`src/rtl/gbf_fill_pkg.sv`:
```
// gbf_fill_pkg: shared FSM state type, requester indices and helpers for the GBF fill arbiter
package gbf_fill_pkg;

    localparam int NREQ = 4;

    localparam logic [1:0] ACTV1 = 2'd0;
    localparam logic [1:0] ACTV2 = 2'd1;
    localparam logic [1:0] WGT1  = 2'd2;
    localparam logic [1:0] WGT2  = 2'd3;

    typedef enum logic [1:0] {IDLE, REQ, XFER, DONE} state_t;

    function automatic logic [NREQ-1:0] onehot(input logic [1:0] id);
        return 4'b0001 << id;
    endfunction

endpackage

```
`src/rtl/rr_arbiter4.sv`:
```
// rr_arbiter4: four-way requester pick; round-robin from ptr, or weights-first fixed priority when GBF_FILL_WGT_FIRST_EN is defined
module rr_arbiter4
    import gbf_fill_pkg::*;
(
    input  logic [NREQ-1:0] eligible,
    input  logic [1:0]      ptr,
    output logic [NREQ-1:0] grant,
    output logic [1:0]      gid
);

`ifdef GBF_FILL_WGT_FIRST_EN
    // fixed priority: weight banks ahead of activation banks so weights never starve
    always_comb begin
        gid = eligible[WGT1]  ? WGT1  :
              eligible[WGT2]  ? WGT2  :
              eligible[ACTV1] ? ACTV1 : ACTV2;
    end
`else
    logic [NREQ-1:0] rot;
    logic [1:0]      off;

    // rotate so the pointer position sits at bit 0, take the first set bit, rotate back
    always_comb begin
        rot = 4'({eligible, eligible} >> ptr);
        off = rot[0] ? 2'd0 : rot[1] ? 2'd1 : rot[2] ? 2'd2 : {rot[3], rot[3]};
        gid = ptr + off;
    end
`endif

    assign grant = |eligible ? onehot(gid) : '0;

endmodule

```
`src/rtl/gbf_fill_arbiter.sv`:
```
// gbf_fill_arbiter: schedules full-bank refills of the four GBF banks from one DMA stream (GBF_FILL_WGT_FIRST_EN selects weights-first priority)
module gbf_fill_arbiter
    import gbf_fill_pkg::*;
#(
    parameter int GBF_DATA_BITWIDTH = 512,
    parameter int GBF_ADDR_BITWIDTH = 5,
    parameter int GBF_DEPTH         = 32
) (
    input  logic                         clk,
    input  logic                         reset,
    input  logic [NREQ-1:0]              need_data,
    input  logic                         fill_stop,
    output logic                         dma_req,
    output logic [1:0]                   dma_req_id,
    input  logic                         dma_req_ack,
    input  logic                         dma_valid,
    input  logic [GBF_DATA_BITWIDTH-1:0] dma_data,
    output logic                         dma_ready,
    output logic [NREQ-1:0]              en_a,
    output logic [NREQ-1:0]              we_a,
    output logic [GBF_ADDR_BITWIDTH-1:0] addr_a,
    output logic [GBF_DATA_BITWIDTH-1:0] w_data_a,
    output logic [NREQ-1:0]              buf_ready,
    output logic                         actv_data_avail,
    output logic                         wgt_data_avail,
    output logic                         busy
);

    state_t                       state, state_nx;
    logic [1:0]                   gid, ptr, arb_gid;
    logic [NREQ-1:0]              filled, eligible, arb_grant, set_fill;
    logic [GBF_ADDR_BITWIDTH-1:0] cnt;
    logic                         grant_now, beat, last_beat;

    assign eligible  = need_data & ~filled;
    assign grant_now = (state == IDLE) && (|arb_grant) && !fill_stop;
    assign beat      = dma_valid & dma_ready;
    assign last_beat = beat && (cnt == GBF_ADDR_BITWIDTH'(GBF_DEPTH - 1));
    assign set_fill  = (state == DONE) ? onehot(gid) : '0;

    assign dma_req         = state == REQ;
    assign dma_req_id      = gid;
    assign dma_ready       = state == XFER;
    assign busy            = state != IDLE;
    assign actv_data_avail = filled[ACTV1] | filled[ACTV2];
    assign wgt_data_avail  = filled[WGT1]  | filled[WGT2];

    rr_arbiter4 u_arb (
        .eligible (eligible),
        .ptr      (ptr),
        .grant    (arb_grant),
        .gid      (arb_gid)
    );

    // state register
    always_ff @(posedge clk or negedge reset) begin
        if (!reset) state <= IDLE;
        else        state <= state_nx;
    end

    // next state: grant -> DMA request -> GBF_DEPTH-word burst -> one-cycle completion
    always_comb begin
        state_nx = state;
        case (state)
            IDLE:    if (grant_now) state_nx = REQ;
            REQ:     if (dma_req_ack) state_nx = XFER;
            XFER:    if (last_beat) state_nx = DONE;
            DONE:    state_nx = IDLE;
            default: state_nx = IDLE;
        endcase
    end

    // grant bookkeeping, burst counter, registered write port and fill flags
    always_ff @(posedge clk or negedge reset) begin
        if (!reset) begin
            gid       <= '0;
            ptr       <= '0;
            cnt       <= '0;
            filled    <= '0;
            en_a      <= '0;
            we_a      <= '0;
            addr_a    <= '0;
            w_data_a  <= '0;
            buf_ready <= '0;
        end else begin
            if (grant_now) begin
                gid <= arb_gid;
                ptr <= arb_gid + 2'd1;
            end
            if (state == REQ && dma_req_ack) cnt <= '0;
            else if (beat)                   cnt <= cnt + GBF_ADDR_BITWIDTH'(1);
            en_a <= beat ? onehot(gid) : '0;
            we_a <= beat ? onehot(gid) : '0;
            if (beat) begin
                addr_a   <= cnt;
                w_data_a <= dma_data;
            end
            buf_ready <= set_fill;
            filled    <= set_fill | (filled & need_data);
        end
    end

endmodule

```
`config.mk`:
```
export PLATFORM = sky130hd
export DESIGN_NAME = gbf_fill_arbiter
export DESIGN_NICKNAME = d
export VERILOG_FILES = /design/src/rtl/gbf_fill_pkg.sv /design/src/rtl/rr_arbiter4.sv /design/src/rtl/gbf_fill_arbiter.sv
export SDC_FILE = /design/constraint.sdc
export NUM_CORES = 1
export LEC_CHECK = 0
export CELL_PAD_IN_SITES_DETAIL_PLACEMENT = 1
export CELL_PAD_IN_SITES_GLOBAL_PLACEMENT = 2
export CORE_AREA = 2 2 410 412
export CTS_CLUSTER_SIZE = 14
export DETAILED_ROUTE_END_ITERATION = 10
export DIE_AREA = 0 0 412 414
export GPL_ROUTABILITY_DRIVEN = 1
export PLACE_DENSITY = 0.6
export SLEW_MARGIN = 20
export SYNTH_ARGS = -nofsm -noshare
export SYNTH_HDL_FRONTEND = slang
export SYNTH_SLANG_ARGS = --single-unit
```
`constraint.sdc`:
```
create_clock -name clk -period 1.91 [get_ports clk]
set_clock_uncertainty 0.05 [all_clocks]
set_input_delay 0.382 -clock clk [delete_from_list [all_inputs] [get_ports clk]]
set_output_delay 0.382 -clock clk [all_outputs]
set_load 0.01 [all_outputs]
```
==> results of run 1 <==
worst max-delay path: stages, from the launching register on:
cell	delay (ps)
dfrtp_1	390
buf_4	140
buf_6	110
or2_4	240
buf_6	120
final timing paths:
check	end	slack [ps]	cells after the start
hold reg to reg	w_data_a[392]	420	2
setup / recovery	actv_data_avail	-210	4
hold / removal	w_data_a[121]	170	3
max in group asynchronous	w_data_a[286]	240	5
setup reg to reg	ptr[1]	-190	9
min in group asynchronous	w_data_a[264]	610	3
cell families (layout without fill, tap and decap cells):
group	Yosys count	count (layout)	share of synthesized area [%]
DFF	540	540	65.77
buffers and inverters	130	1371	2.795
AOI/OAI and AO/OA	30	30	1.163
other	0	5	0
xor gates and xnor gates	5	5	0.2132
muxes	4	4	0.2071
and+or+nand+nor	1586	1586	29.36
adders and majority gates	8	8	0.4872
registers in the layout, summed over array words and instances, names as in the netlist:
register / count
ptr: 2
cnt: 5
state: 2
filled: 4
we_a: 4
buf_ready: 4
addr_a: 5
w_data_a: 512
dma_req_id: 2
synthesized netlist by cell type, drive strengths merged:
cell	count
and3	6
o22ai	1
xnor2	3
o32a	1
a41oi	1
nor3b	2
nand3	1
a31oi	1
a21oi	9
nand2	1558
dfrtp	540
a211oi	3
a211o	3
nor2b	3
nor3	4
clkbuf	47
nand4	1
o211ai	2
nor2	3
o221ai	1
a21o	4
and2	2
a311oi	2
xor2	2
mux2i	2
buf	76
or2	2
mux2	2
ha	8
o21ai	1
nand2b	4
inv	7
o32ai	1
what timing repair did:
item | in CTS | in global routing
buffers inserted | 10 | 6
resized for setup | 804 | 19
pin swaps | 7 | 12
hold buffers | 3 | 0
hold endpoints to repair | 230 | 0
endpoints found under the setup margin | 542 | 35
stage by stage:
stage / total power [mW] / std cells
4_1_cts: 60.75 / 5743
2_1_floorplan: 29.10 / 2303
3_5_place_dp: 48.08 / 5590
3_3_place_gp: 47.75 / 5590
6_report: 59.40 / 5753
5_1_grt: 63.59 / 5750
metal layers:
metal,global-route usage [%],part of all wire [%]
met5,0,0.27
met2,23.73,50
met1,15.83,40
met3,4.252,7.2
met4,3.538,2.0
report_power, final:
part	switching, mW	internal (mW)	leakage, nW	total (mW)
Clock	6.13	8.80	1.29	14.9
Combinational	14.0	10.8	10.9	24.9
Sequential	2.91	16.7	6.77	19.6
Total	23.1	36.3	19.0	59.4
layout make-up:
| cell class | count | area, sq um | share of cell area (%) |
|---|---|---|---|
| Clock inverter | 30 | 385.4 | 1.030 |
| Sequential cell | 540 | 13520 | 36.14 |
| Inverter | 7 | 31.28 | 0.08362 |
| Multi-Input combinational cell | 1633 | 6634 | 17.73 |
| Antenna cell | 5 | 12.51 | 0.03345 |
| Clock buffer | 110 | 2241 | 5.990 |
| Tap cell | 2204 | 2758 | 7.372 |
| Timing Repair Buffer | 1224 | 11830 | 31.61 |
==> results_dict.tcl, run 1 <==
set metrics [dict create \
    crit_arrival_ps 1690 \
    final_antenna_net_count 0 \
    final-setup-viol-count 7 \
    viasPerCell 3.453 \
    gp_congestion 0.8459 \
    root_buffer "clkbuf_16" \
    ys_seq_area_share_pct 65.77 \
    drc 0 \
    hold_ws_ps 168.8 \
    min-delay-start "dma_data[121]" \
    critical_path_required_ps 1480 \
    die_w_um 412 \
    drive_gt1_share_pct 11.79 \
    worstSetupEndpointType "output pin" \
    grt_pass1_wl_mm 165.3 \
    routed_wl_mm 118.1 \
    vias 19860 \
    syn_area_sq_um 20540 \
    timing.rr.start "filled[0]" \
    final_cell_mix "nand2_1, dfrtp_1, clkdlybuf4s50_1" \
    dr.pass1.iters 5 \
    maxSlewViolCount 0 \
    ys_top_cells_by_area "dfrtp_1, nand2_1, buf_2, clkbuf_1, ha_1" \
    maxCapViolCount 0 \
    worst_slew_pin_slew_ps 484.0 \
    synth_nets 2832 \
    setup_tns_ps -972.1 \
    synth-seq-cells 540 \
    synth_top_area_cell "dfrtp_1" \
    worstSetupStartpointType "flop" \
    syn_avg_cell_area_sq_um 8.921 \
    n_fill_cell 19500 \
    synthDistinctLibCells 40 \
    violations "setup timing" \
    drt-initial-drc-count 873 \
    ir_drop_mv 0.6809 \
    finalInstanceArea_sq_um 37410 \
    clock_latency_ps 690 \
    dp_slack_ps -749.6 \
    ios 1057 \
    htree_levels 3 \
    p_leak_nw 18.98 \
    rows 150 \
    fin_crit_ps 2123 \
    synth_warnings 0 \
    finalHoldViolCount 0 \
    max_freq_mhz 471.1 \
    die_h_um 414 \
    numCtsBuffers 77 \
    max-slew-margin-rel_pct 67.73 \
    clockBufferDepth 3 \
    layout_commonest_cell "nand2_1" \
    critPathKind "flop to output pin" \
    grt_max_degree 75 \
    worstPathMaxFanout 2 \
    antenna_found_initial 30 \
    grt_pass1_vias 21410 \
    dieArea_sq_um 170600 \
    final_core_util_pct 22.50 \
    status "complete, but fails checks" \
    hp-class "input port to flop" \
    grt_setup_unrepaired "yes" \
    track_usage_pct 13.55 \
    gr-total-overflow 0 \
    cts_sinks 540 \
    syn_to_final_growth_pct 82.08 \
    start_util_pct 12.36 \
    nets 4012 \
    io_buffers 1056 \
    powerDensity_nw_per_um2 1588 \
    cts_tree "built" \
    avgRoutedWirePerCell_um 20.52 \
    hpwl_mm 95.10 \
    cts.clk_slew.worst_paths_ps 50 \
    fin_crit_sh_pct 111.1 \
    crit_path_start "filled[0]" \
    placed_area_sq_um 34930 \
    synthCells 2303 \
    core_area_sq_um 166300 \
    worst_slack_ps -212.5 \
    synth_top_area_share_pct 65.77 \
]
No activity file was read; power rests on OpenSTA's default activity.
==> run 2, diff against run 1 <==
SLEW_MARGIN = 30   (was 20)
==> results of run 2 <==
Final layout, timing and power as in run 1 (identical DEF).
